==> config.mk <==
export PLATFORM = sky130hd
export DESIGN_NAME = writeback_unit
export DESIGN_NICKNAME = d
export VERILOG_FILES = /design/src/rtl/wb_pkg.sv /design/src/rtl/regfile_2r1w.sv /design/src/rtl/writeback_unit.sv
export SDC_FILE = /design/constraint.sdc
export NUM_CORES = 1
export LEC_CHECK = 0
export ABC_AREA = 1
export CAP_MARGIN = 20
export CORE_MARGIN = 4
export CORE_UTILIZATION = 60
export DETAILED_ROUTE_END_ITERATION = 8
export PLACE_DENSITY = 0.85
export SYNTH_ARGS = -nofsm -noshare
export SYNTH_HDL_FRONTEND = slang
export SYNTH_HIERARCHICAL = 1
export SYNTH_SLANG_ARGS = --single-unit
export TNS_END_PERCENT = 10
==> constraint.sdc <==
create_clock -name clk -period 2.5 [get_ports clk]
set_input_delay 0.375 -clock clk [delete_from_list [all_inputs] [get_ports clk]]
set_output_delay 0.375 -clock clk [all_outputs]
set_load 0.01 [all_outputs]
==> src/rtl/wb_pkg.sv <==
// Shared constants for the writeback slice, plus the rd-field extractor that decode also uses.
package wb_pkg;
  localparam int WB_DATA_W = 16;
  localparam int WB_NREGS  = 8;
  localparam int WB_AW     = $clog2(WB_NREGS);
  localparam int WB_RD_LSB = 8;

  function automatic logic [WB_AW-1:0] rd_of(input logic [WB_DATA_W-1:0] instr);
    return instr[WB_RD_LSB +: WB_AW];
  endfunction
endpackage

==> src/rtl/regfile_2r1w.sv <==
// NREGS x DATA_W register file: two async read ports, one sync write port, async clear.
module regfile_2r1w #(
  parameter int DATA_W = 16,
  parameter int NREGS  = 8,
  localparam int AW    = $clog2(NREGS)
) (
  input  logic              clk,
  input  logic              reset,
  input  logic              we,
  input  logic [AW-1:0]     waddr,
  input  logic [DATA_W-1:0] wdata,
  input  logic [AW-1:0]     raddr1,
  input  logic [AW-1:0]     raddr2,
  output logic [DATA_W-1:0] rdata1,
  output logic [DATA_W-1:0] rdata2
);
  logic [NREGS-1:0][DATA_W-1:0] mem;

  always_ff @(posedge clk or negedge reset) begin
    if (!reset)  mem        <= '0;
    else if (we) mem[waddr] <= wdata;
  end

  assign rdata1 = mem[raddr1];
  assign rdata2 = mem[raddr2];
endmodule

==> src/rtl/writeback_unit.sv <==
// Writeback stage: registers the memory-stage result, commits it one edge later, and exposes
// bypassed read ports, a forwarding tap, the pending-write scoreboard and a retire counter.
module writeback_unit
  import wb_pkg::*;
#(
  parameter int DATA_W  = WB_DATA_W,
  parameter int ZERO_R0 = 1,
  parameter int CNT_W   = 32,
  localparam int NREGS  = WB_NREGS,
  localparam int AW     = WB_AW,
  localparam int RD_LSB = WB_RD_LSB
) (
  input  logic              clk,
  input  logic              reset,
  input  logic              mem_valid,
  input  logic              mem_iswb,
  input  logic              mem_isld,
  input  logic [DATA_W-1:0] mem_instr,
  input  logic [DATA_W-1:0] mem_aluresult,
  input  logic [DATA_W-1:0] mem_ldresult,
  input  logic              flush,
  input  logic [AW-1:0]     rs1_addr,
  input  logic [AW-1:0]     rs2_addr,
  output logic [DATA_W-1:0] rs1_data,
  output logic [DATA_W-1:0] rs2_data,
  input  logic              issue_valid,
  input  logic [AW-1:0]     issue_rd,
  output logic [NREGS-1:0]  busy,
  output logic              fwd_valid,
  output logic [AW-1:0]     fwd_rd,
  output logic [DATA_W-1:0] fwd_data,
  output logic [CNT_W-1:0]  retired_count
);
  logic              st_v, st_w;
  logic [AW-1:0]     st_rd;
  logic [DATA_W-1:0] st_d;
  logic              commit;
  logic [DATA_W-1:0] rf_rd1, rf_rd2;
  logic [CNT_W-1:0]  cnt_q;
  logic              unused_instr;

  // Only the rd field of the instruction matters here.
  assign unused_instr = ^mem_instr;

  always_ff @(posedge clk or negedge reset) begin
    if (!reset) begin
      st_v  <= 1'b0;
      st_w  <= 1'b0;
      st_rd <= '0;
      st_d  <= '0;
    end else begin
      st_v  <= mem_valid;
      st_w  <= mem_valid & mem_iswb;
      st_rd <= mem_instr[RD_LSB +: AW];
      st_d  <= mem_isld ? mem_ldresult : mem_aluresult;
    end
  end

  assign fwd_valid = st_v & st_w & ~((ZERO_R0 != 0) && (st_rd == '0));
  assign fwd_rd    = st_rd;
  assign fwd_data  = st_d;
  assign commit    = fwd_valid & ~flush;

  regfile_2r1w #(.DATA_W(DATA_W), .NREGS(NREGS)) u_rf (
    .clk    (clk),
    .reset  (reset),
    .we     (commit),
    .waddr  (st_rd),
    .wdata  (st_d),
    .raddr1 (rs1_addr),
    .raddr2 (rs2_addr),
    .rdata1 (rf_rd1),
    .rdata2 (rf_rd2)
  );

  always_comb begin
    rs1_data = rf_rd1;
    rs2_data = rf_rd2;
    if (commit && rs1_addr == st_rd) rs1_data = st_d;
    if (commit && rs2_addr == st_rd) rs2_data = st_d;
    if ((ZERO_R0 != 0) && rs1_addr == '0) rs1_data = '0;
    if ((ZERO_R0 != 0) && rs2_addr == '0) rs2_data = '0;
  end

  // Scoreboard: a new issue to a register outranks a same-edge commit to it.
  for (genvar r = 0; r < NREGS; r++) begin : g_sb
    logic set_r, clr_r;
    assign set_r = issue_valid && (issue_rd == AW'(r)) && !((ZERO_R0 != 0) && r == 0);
    assign clr_r = commit && (st_rd == AW'(r));
    always_ff @(posedge clk or negedge reset) begin
      if (!reset)     busy[r] <= 1'b0;
      else if (set_r) busy[r] <= 1'b1;
      else if (clr_r) busy[r] <= 1'b0;
    end
  end

  always_ff @(posedge clk or negedge reset) begin
    if (!reset)             cnt_q <= '0;
    else if (st_v && !flush) cnt_q <= cnt_q + CNT_W'(1);
  end
  assign retired_count = cnt_q;
endmodule
==> flow_summary.toml, run 1 <==
[run_status]
outcome = "finished, violations left"
violations = "negative setup slack"

[timing]
worstMarginPinSlew_ns = 0.524
relSlewSlack_pct = 64.8
clock.fmax_ghz = 0.394
rsz_0062_raised_after_global_routing = "yes"
final_critical_path_setup_slack_ns = -0.0395
setup-tns-final_ns = -0.171
fin_crit_sh_pct = 102
slew_violations = 0
timing.hold.ws_ns = 0.383
final-setup-viol-count = 8
fin_worst_skew_ns = 0.0101
post-route-min-period_ns = 2.54
timing_hold_violations_final = 0

[die]
design.die.area_um2 = 20700
placement_rows = 49
fp.dieH_um = 144
initial_core_util_pct = 61.3
boundaryPins = 156
horizontal_die_dimension_um = 144
fp.coreArea_um2 = 18100

[routing]
routed_wl_mm = 33.6
routedWlPerCell_um = 16.6
postRouteAntennaNets = 0
drc = 0
detailedRoute.firstPassIterationCount = 8
viasPerCell = 5.62
drt_first_iter_violations = 1183
routed_vias = 11349

[clocking]
clk-insertion-delay-late_ns = 0.44
tritoncts = "done"
clock-sinks = 188
numCtsBuffers = 17
cts.path.max_buffers = 2
cts_max_level = 4
clock_tree.root_cell = "sky130_fd_sc_hd__clkbuf_16"
worst_setup_hold_path_clk_slew_ns = 0.07

[power]
cellLeakagePower_nw = 7.27
power.density_cell_area_nw_per_um2 = 602
vdd_drop_max_uv = 510

[critical_path]
start_kind = "flip-flop"
kind_of_critical_path = "reg2out"
cp_cell_sequence = "nor2_4, nand2_4, nand3_4, nor2_4, buf_4, clkbuf_16, nand2_1, nand2_1, nor2_1, dlygate4sd2_1"
cp_max_fo = 16
cp-end-kind = "output pin"
timing.critical_path.required_ns = 2.12
critical-path-max-stage-delay_ns = 0.49
cp_data_arrival_time_ns = 2.16
timing.critical_path.slowest_stage_cell = "sky130_fd_sc_hd__dfrtp_2"

[global_route]
grt_pass1_wl_mm = 53.2
final_global_route_overflow_total = 0
grt_start_max_net_pins = 88
gr_util_all_layers_pct = 32.2
number_of_antenna_violations_at_the_first_check_in_global_routing = 0
vias_in_the_first_global_route = 11088

[logic_synthesis]
seq_area_frac_synth_pct = 42.5
post_synthesis_cell_area_um2 = 11100
synth.top_cell.area_share_pct = 42.5
yosys_register_bits = 188
synthTopCellsByArea = "sky130_fd_sc_hd__dfrtp_1 (42%), sky130_fd_sc_hd__nand2_1 (23%), sky130_fd_sc_hd__inv_1 (6.9%)"
yosysWarningCount = 6
netlist-cell-type-count = 34
syn-instance-count = 1635
asyncSetResetFlopFracSynth_pct = 100
synthFlopType = "sky130_fd_sc_hd__dfrtp_1"
synth_largest_area_cell = "sky130_fd_sc_hd__dfrtp_1"
number_of_synthesized_flops_with_an_enable_pin = 0
synthesis.area_per_instance_um2 = 6.78
syn-num-nets = 1700

[finish]
instances_no_fill = 2020
diodes = 0
leading_cell_type_in_the_layout_fill_and_taps_excluded = "sky130_fd_sc_hd__nand2_1"
ratio_of_cells_with_drive_above_1_in_the_final_layout_pct = 9.88
final_cell_mix = "sky130_fd_sc_hd__nand2_1 (688), sky130_fd_sc_hd__inv_1 (204), sky130_fd_sc_hd__dfrtp_1 (185)"
finish.net_count = 1845
area_growth_pct = 23.2

[worst_hold_path]
min_path_type = "in2reg"

[placement]
port-buffer-count = 141
dp.cells = 1981
dp.final_hpwl_mm = 21.9
gp_congestion = 0.900

[run]
cap_viol_max_count = 0
==> per-layer routing <==
layer	part of all wire (%)	routed length, µm	vias to the layer above	global-route usage, %
met5	0	0	-	0
met4	4.2	1420	0	14.3
met3	9.9	3340	153	7.95
met2	48	16100	720	53.6
met1	38	12800	5196	39.9
li1	-	-	5280	-
==> final timing paths <==
path,start,endpoint,slack [ns],depth (start not counted)
max,fwd_rd[0],rs2_data[11],-0.04,10
min,mem_instr[9],fwd_rd[1],0.38,1
max reg2reg,fwd_rd[0],u_rf/mem[108],0.63,10
min reg2reg,u_rf/mem[58],u_rf/mem[58],0.48,2
max in group asynchronous,reset,u_rf/mem[37],1.31,3
min in group asynchronous,reset,u_rf/mem[72],0.39,2
==> timing repair <==
item,CTS,global route
hold endpoints to repair,28,0
pin swaps,0,2
setup endpoints to repair,32,25
resized for setup,36,45
gates cloned,0,1
hold buffers,1,0
setup buffers,3,4
==> sequential cells by signal (all words and copies together) (netlist names) <==
| register | count |
|---|---|
| u_rf/mem | 128 |
| busy | 7 |
| fwd_data | 16 |
| st_w | 1 |
| fwd_rd | 3 |
| st_v | 1 |
| retired_count | 32 |
==> power by group <==
| group | internal, mW | switching (mW) |
|---|---|---|
| Combinational | 0.784 | 1.13 |
| Sequential | 3.40 | 0.248 |
| Clock | 1.43 | 1.22 |
==> critical path: cells and delay by family, from the launching register on <==
kind / cells / cell delay [ns]
flops: 1 / 0.49
simple gates: 7 / 0.63
buf+inv: 3 / 0.60
==> cell usage after synthesis, types with 5 or more instances <==
cell type                  instances
sky130_fd_sc_hd__nor3_1            6
sky130_fd_sc_hd__xor2_1           14
sky130_fd_sc_hd__dfrtp_1         188
sky130_fd_sc_hd__buf_6             6
sky130_fd_sc_hd__buf_2            45
sky130_fd_sc_hd__nor2_2           11
sky130_fd_sc_hd__xnor2_1          15
sky130_fd_sc_hd__inv_2             5
sky130_fd_sc_hd__nor2_4            7
sky130_fd_sc_hd__nand2_1         688
sky130_fd_sc_hd__o21ai_0         135
sky130_fd_sc_hd__nor2_1           87
sky130_fd_sc_hd__nand4_1           9
sky130_fd_sc_hd__inv_1           205
sky130_fd_sc_hd__nand3_1         147
sky130_fd_sc_hd__mux2_2           16
sky130_fd_sc_hd__clkbuf_1         21
sky130_fd_sc_hd__buf_1             6
==> cell type report <==
cell class | count | area (µm²)
clock inverters | 11 | 113
fillers | 1342 | 4430
inverters | 211 | 793
multi-input cells | 1153 | 5200
flip-flops and latches | 188 | 4710
well taps | 229 | 287
repair buffers | 209 | 2100
clock buffers | 19 | 453
==> kinds of logic (layout without fill, tap and decap cells) <==
family	count (synthesis)	after routing	synth area share (%)
multiplexers	16	16	1.63
other	1	1	0.0338
AND/OR/NAND/NOR	969	969	36.3
adder cells (fa/ha/maj)	1	1	0.113
XOR/XNOR	29	29	2.29
flip-flops	188	188	42.5
AO/OA/AOI/OAI	137	137	6.27
buffers and inverters	294	450	11.0
==> per-stage QoR <==
stage                     utilization, %  cell area, µm²  worst slack, ns  total power [mW]
final                               75.5           13700          -0.0395              8.22
after global routing                75.5           13700           -0.135              8.65
after CTS                           75.2           13600           -0.249              8.19
after detailed placement            72.1           13000           -0.285              5.58
after global placement              72.1           13000           -0.264              5.50
after floorplan                        -           11100            0.778              4.76
(Power assumes the default switching activity.)
==> inputs of run 2 (changes only) <==
--- a/config.mk
+++ b/config.mk
@@ -5,12 +5,13 @@
 export SDC_FILE = /design/constraint.sdc
 export NUM_CORES = 1
 export LEC_CHECK = 0
-export ABC_AREA = 1
+export ABC_AREA = 0
 export CAP_MARGIN = 20
+export CORE_ASPECT_RATIO = 2
 export CORE_MARGIN = 4
-export CORE_UTILIZATION = 60
+export CORE_UTILIZATION = 59
 export DETAILED_ROUTE_END_ITERATION = 8
-export PLACE_DENSITY = 0.85
+export PLACE_DENSITY = 0.84
 export SYNTH_ARGS = -nofsm -noshare
 export SYNTH_HDL_FRONTEND = slang
 export SYNTH_HIERARCHICAL = 1
==> flow_summary.toml, run 2 <==
[run_status]
outcome = "finished, violations left"
violations = "negative setup slack"

[finish]
finish.utilization_pct = 76.9
finish.net_count = 947
area_of_the_multi_input_gates_um2 = 5370
largest_register_ffs = 128
ratio_of_cells_with_drive_above_1_in_the_final_layout_pct = 38.7
final_cell_mix = "sky130_fd_sc_hd__dfrtp_1 (188), sky130_fd_sc_hd__mux2_2 (177), sky130_fd_sc_hd__clkdlybuf4s50_1 (102)"
area_growth_pct = 26.9
final_design_area_no_fill_um2 = 13000
top_register = "u_rf/mem"
n_fill_cell = 975
leading_cell_type_in_the_layout_fill_and_taps_excluded = "sky130_fd_sc_hd__dfrtp_1"
instances_no_fill = 1102
final-seq-area_um2 = 4700

[clocking]
tritoncts = "done"
clk-insertion-delay-late_ns = 0.43
clock_tree.root_cell = "sky130_fd_sc_hd__clkbuf_16"
numCtsBuffers = 17
clock-sinks = 188
worst_setup_hold_path_clk_slew_ns = 0.07
cts_setup_buffers = 0
cts_max_level = 4
cts.path.max_buffers = 2

[global_route]
final_global_route_overflow_total = 0
gr_util_all_layers_pct = 29.5
number_of_antenna_violations_at_the_first_check_in_global_routing = 1
grt_start_max_net_pins = 64
vias_in_the_first_global_route = 8134
grt_pass1_wl_mm = 44.2

[critical_path]
start_kind = "flip-flop"
cp_max_fo = 15
cp-end-kind = "output pin"
timing.critical_path.required_ns = 2.12
cp_data_arrival_time_ns = 2.17
kind_of_critical_path = "reg2out"

[timing]
rsz_0062_raised_after_global_routing = "yes"
setup-tns-final_ns = -0.0667
fin_crit_sh_pct = 102
slew_violations = 0
final_critical_path_setup_slack_ns = -0.0439
worstMarginPinSlew_ns = 0.800
final-setup-viol-count = 3
clock.fmax_ghz = 0.393
relSlewSlack_pct = 46.5
fin_worst_skew_ns = 0.00787
timing.hold.ws_ns = 0.396
post-route-min-period_ns = 2.54
timing_hold_violations_final = 0

[run]
cap_viol_max_count = 0

[routing]
drc = 0
detailedRoute.firstPassIterationCount = 5
top_layer_used = "met4"
postRouteAntennaNets = 0
viasPerCell = 6.61
wl_met3_mm = 1.82
routed_wl_mm = 27.7
total_met2_wirelength_after_detailed_routing_mm = 14.6
wl_met1_mm = 9.63
routed_vias = 7289
drt_first_iter_violations = 614
routedWlPerCell_um = 25.1

[logic_synthesis]
synth.cells.most_frequent = "sky130_fd_sc_hd__dfrtp_1 (188), sky130_fd_sc_hd__mux2_2 (177), sky130_fd_sc_hd__mux4_1 (56)"
largest_family_of_logic_cells_by_synthesized_area = "multiplexers"
post_synthesis_cell_area_um2 = 10200
synth.top_cell.area_share_pct = 46.1
seq_area_frac_synth_pct = 46.1
synthesis.area_per_instance_um2 = 14.2
synth_largest_area_cell = "sky130_fd_sc_hd__dfrtp_1"
asyncSetResetFlopFracSynth_pct = 100
synth_mux_area_share_pct = 35.7
synthAdderAreaFrac_pct = 0.123
netlist-cell-type-count = 42
yosysWarningCount = 6
synthMostInstantiatedCell = "sky130_fd_sc_hd__dfrtp_1"
synthTopCellsByArea = "sky130_fd_sc_hd__dfrtp_1 (46%), sky130_fd_sc_hd__mux2_2 (20%), sky130_fd_sc_hd__mux4_1 (14%)"
number_of_synthesized_flops_with_an_enable_pin = 0
synth_compound_area_share_pct = 3.95
synthFlopType = "sky130_fd_sc_hd__dfrtp_1"
synthSimpleGateAreaFrac_pct = 7.51
yosys_register_bits = 188
syn-instance-count = 721
syn-num-nets = 786
synth-xor-area-share_pct = 3.17

[worst_hold_path]
min_path_type = "in2reg"

[die]
fp.dieH_um = 194
boundaryPins = 156
horizontal_die_dimension_um = 101
initial_core_util_pct = 60.6
fp.coreArea_um2 = 16800
placement_rows = 67
design.die.area_um2 = 19600

[placement]
post_dp_cell_area_um2 = 12200
port-buffer-count = 141
dp_worst_setup_slack_ns = -0.515
gp_congestion = 0.828
dp.cells = 1068
dp.final_hpwl_mm = 18.5

[power]
power.density_cell_area_nw_per_um2 = 634
total_power_mw = 8.21
vdd_drop_max_uv = 522
cellLeakagePower_nw = 5.92
run 2: layout make-up:
| class | count | area share, % |
|---|---|---|
| multi-input cells | 476 | 41.5 |
| repair buffers | 196 | 15.5 |
| inverters | 3 | 0.0869 |
| well taps | 207 | 2.00 |
| clock buffers | 18 | 3.31 |
| flip-flops and latches | 188 | 36.3 |
| clock inverters | 13 | 1.29 |
| diodes | 1 | 0.0193 |
run 2: worst max-delay path: stages (launching register included):
cell	delay (ns)
sky130_fd_sc_hd__dfrtp_1	0.39
sky130_fd_sc_hd__buf_6	0.18
sky130_fd_sc_hd__xnor2_2	0.21
sky130_fd_sc_hd__nand3_2	0.16
sky130_fd_sc_hd__buf_4	0.20
sky130_fd_sc_hd__o21ai_0	0.21
sky130_fd_sc_hd__a21oi_2	0.10
sky130_fd_sc_hd__clkdlybuf4s15_1	0.27
run 2: what timing repair did:
| action | in CTS | in global routing |
|---|---|---|
| endpoints found under the setup margin | 32 | 32 |
| hold buffers | 1 | 0 |
| gates resized for setup | 119 | 47 |
| pin swaps | 9 | 14 |
| hold endpoints to repair | 60 | 0 |
| cloned | 1 | 0 |
run 2: where the power goes:
part / switching, mW / internal [mW]
logic: 0.717 / 1.00
clock network: 1.18 / 1.57
registers: 0.339 / 3.39
run 2: worst paths after layout:
path	cells after the start	endpoint	startpoint	slack (ns)
max	7	rs1_data[2]	fwd_rd[0]	-0.04
min	1	fwd_rd[0]	mem_instr[8]	0.40
max reg2reg	8	u_rf/mem[64]	st_v	0.16
min reg2reg	1	retired_count[31]	retired_count[31]	0.49
max in group asynchronous	3	u_rf/mem[77]	reset	1.27
min in group asynchronous	2	fwd_data[3]	reset	0.49
run 2: routing by layer:
metal | global-route usage [%] | vias to the layer above
met4 | 18.9 | 0
li1 | - | 3118
met1 | 34.2 | 3649
met3 | 5.33 | 130
met2 | 49.3 | 392
met5 | 0 | -
run 2: kinds of logic after synthesis:
kind of cell               after synthesis
AOI/OAI and AO/OA                       78
xor gates and xnor gates                37
adders and majority gates                1
buffers and inverters                   57
DFF                                    188
muxes                                  241
other                                    1
and+or+nand+nor                        118
==> inputs of run 3 (changes only) <==
--- a/config.mk
+++ b/config.mk
@@ -12,6 +12,7 @@
 export CORE_UTILIZATION = 59
 export DETAILED_ROUTE_END_ITERATION = 8
 export PLACE_DENSITY = 0.84
+export SKIP_LAST_GASP = 1
 export SYNTH_ARGS = -nofsm -noshare
 export SYNTH_HDL_FRONTEND = slang
 export SYNTH_HIERARCHICAL = 1
==> flow_summary.toml, run 3 (same netlist as run 2, synthesis figures left out) <==
[finish]
finish.net_count = 949
ratio_of_cells_with_drive_above_1_in_the_final_layout_pct = 37.1
largest_register_ffs = 128
final_cell_mix = "sky130_fd_sc_hd__dfrtp_1 (188), sky130_fd_sc_hd__mux2_2 (177), sky130_fd_sc_hd__clkdlybuf4s50_1 (102)"
top_register = "u_rf/mem"
final_design_area_no_fill_um2 = 13000
leading_cell_type_in_the_layout_fill_and_taps_excluded = "sky130_fd_sc_hd__dfrtp_1"
finish.utilization_pct = 77.4
area_growth_pct = 27.7

[global_route]
number_of_antenna_violations_at_the_first_check_in_global_routing = 1
grt_start_max_net_pins = 64
gr_util_all_layers_pct = 29.5
final_global_route_overflow_total = 0
vias_in_the_first_global_route = 8140
grt_pass1_wl_mm = 44.2

[placement]
gp_congestion = 0.828
port-buffer-count = 141
post_dp_cell_area_um2 = 12200
dp.final_hpwl_mm = 18.5

[worst_hold_path]
min_path_type = "in2reg"

[power]
power.density_cell_area_nw_per_um2 = 632
total_power_mw = 8.24
vdd_drop_max_uv = 521
cellLeakagePower_nw = 5.94

[timing]
slew_violations = 0
clock.fmax_ghz = 0.384
final_critical_path_setup_slack_ns = -0.105
rsz_0062_raised_after_global_routing = "yes"
relSlewSlack_pct = 45.2
post-route-min-period_ns = 2.61
timing_hold_violations_final = 0
final-setup-viol-count = 16
fin_crit_sh_pct = 104
timing.hold.ws_ns = 0.395
fin_worst_skew_ns = 0.00712
worstMarginPinSlew_ns = 0.819

[clocking]
clk-insertion-delay-late_ns = 0.43
clock_tree.root_cell = "sky130_fd_sc_hd__clkbuf_16"
numCtsBuffers = 17
clock-sinks = 188
cts_max_level = 4
cts.path.max_buffers = 2
tritoncts = "done"
worst_setup_hold_path_clk_slew_ns = 0.07

[die]
fp.dieH_um = 194
initial_core_util_pct = 60.6
fp.coreArea_um2 = 16800
placement_rows = 67
design.die.area_um2 = 19600
boundaryPins = 156
horizontal_die_dimension_um = 101

[critical_path]
cp_cell_sequence = "buf_8, xnor2_4, and3_4, buf_12, nand3_1, a21oi_2, dlygate4sd2_1"
kind_of_critical_path = "reg2out"
crit_path_max_delay_family = "buffers and inverters"
cp.buffers_inverters = 3
critical-path-max-stage-delay_ns = 0.40
timing.critical_path.required_ns = 2.12
cp_max_fo = 16
cp-end-kind = "output pin"
start_kind = "flip-flop"
timing.critical_path.slowest_stage_cell = "sky130_fd_sc_hd__dfrtp_1"
cp_data_arrival_time_ns = 2.23
ff2ff_setup_slack_ns = 0.19

[routing]
viasPerCell = 6.60
detailedRoute.firstPassIterationCount = 5
routed_wl_mm = 28.1
drt_first_iter_violations = 559
drc = 0
routedWlPerCell_um = 25.4
routed_vias = 7288
postRouteAntennaNets = 0

[run_status]
outcome = "finished, violations left"
violations = "negative setup slack"

[run]
cap_viol_max_count = 0
-- run 3: cell count changes in the layout (fill, tap and decap cells not counted), moves of 3 or more --
| cell | before | now |
|---|---|---|
| sky130_fd_sc_hd__clkdlybuf4s15_1 | 4 | 13 |
| sky130_fd_sc_hd__a21oi_1 | 17 | 20 |
| sky130_fd_sc_hd__clkbuf_2 | 11 | 6 |
| sky130_fd_sc_hd__clkdlybuf4s15_2 | 1 | 4 |
| sky130_fd_sc_hd__dlygate4sd2_1 | 3 | 6 |
| sky130_fd_sc_hd__o21ai_0 | 31 | 35 |
| sky130_fd_sc_hd__o21ai_1 | 10 | 6 |
| sky130_fd_sc_hd__buf_2 | 19 | 8 |
| sky130_fd_sc_hd__a21oi_2 | 15 | 12 |
-- run 3: power by group --
group	leakage (nW)	switching (mW)	total, mW	internal, mW
sequential	2.46	0.343	3.74	3.39
clock	0.275	1.19	2.77	1.57
combinational	3.20	0.719	1.74	1.02
total	5.94	2.25	8.24	5.99
-- run 3: per-layer routing --
metal  vias up  share of wire, %  track usage (%)
met1      3687                36             34.2
met4         0               4.9             18.9
met2       381                53             49.2
li1       3116                 -                -
met3       104               6.1             5.51
met5         -                 0                0
-- run 3: final cells by class --
cell class                 instances  area [µm²]
clock inverter                    13         168
tap                              207         259
fill                             952        3800
timing repair buffer             198        2120
clock buffer                      18         429
sequential                       188        4700
antenna                            1        2.50
multi-input combinational        476        5350
inverter                           3        11.3
-- run 3: path summary, 6_finish.rpt --
kind	start	end	cells after the start
setup / recovery	fwd_rd[1]	rs2_data[2]	7
min in group asynchronous	reset	fwd_data[3]	2
max in group asynchronous	reset	u_rf/mem[77]	3
hold / removal	mem_instr[8]	fwd_rd[0]	1
setup reg to reg	st_v	u_rf/mem[64]	8
hold reg to reg	retired_count[31]	retired_count[31]	1
-- run 3: repair_timing --
| action | CTS | global route |
|---|---|---|
| pin swaps | 9 | 9 |
| buffers inserted | 0 | 2 |
| hold buffers | 1 | 0 |
| resized for setup | 107 | 23 |
| hold endpoints to repair | 60 | 0 |
| gates cloned | 1 | 0 |
| setup endpoints to repair | 32 | 32 |
-- run 3: stage by stage --
step                std cells  setup slack [ns]  TNS (ns)
floorplan                 721            0.0458         0
global placement         1068            -0.494    -18.26
detailed placement       1068            -0.515    -20.19
CTS                      1101           -0.0447    -0.982
global route             1104            -0.222     -2.37
finish                   1104            -0.105    -0.417
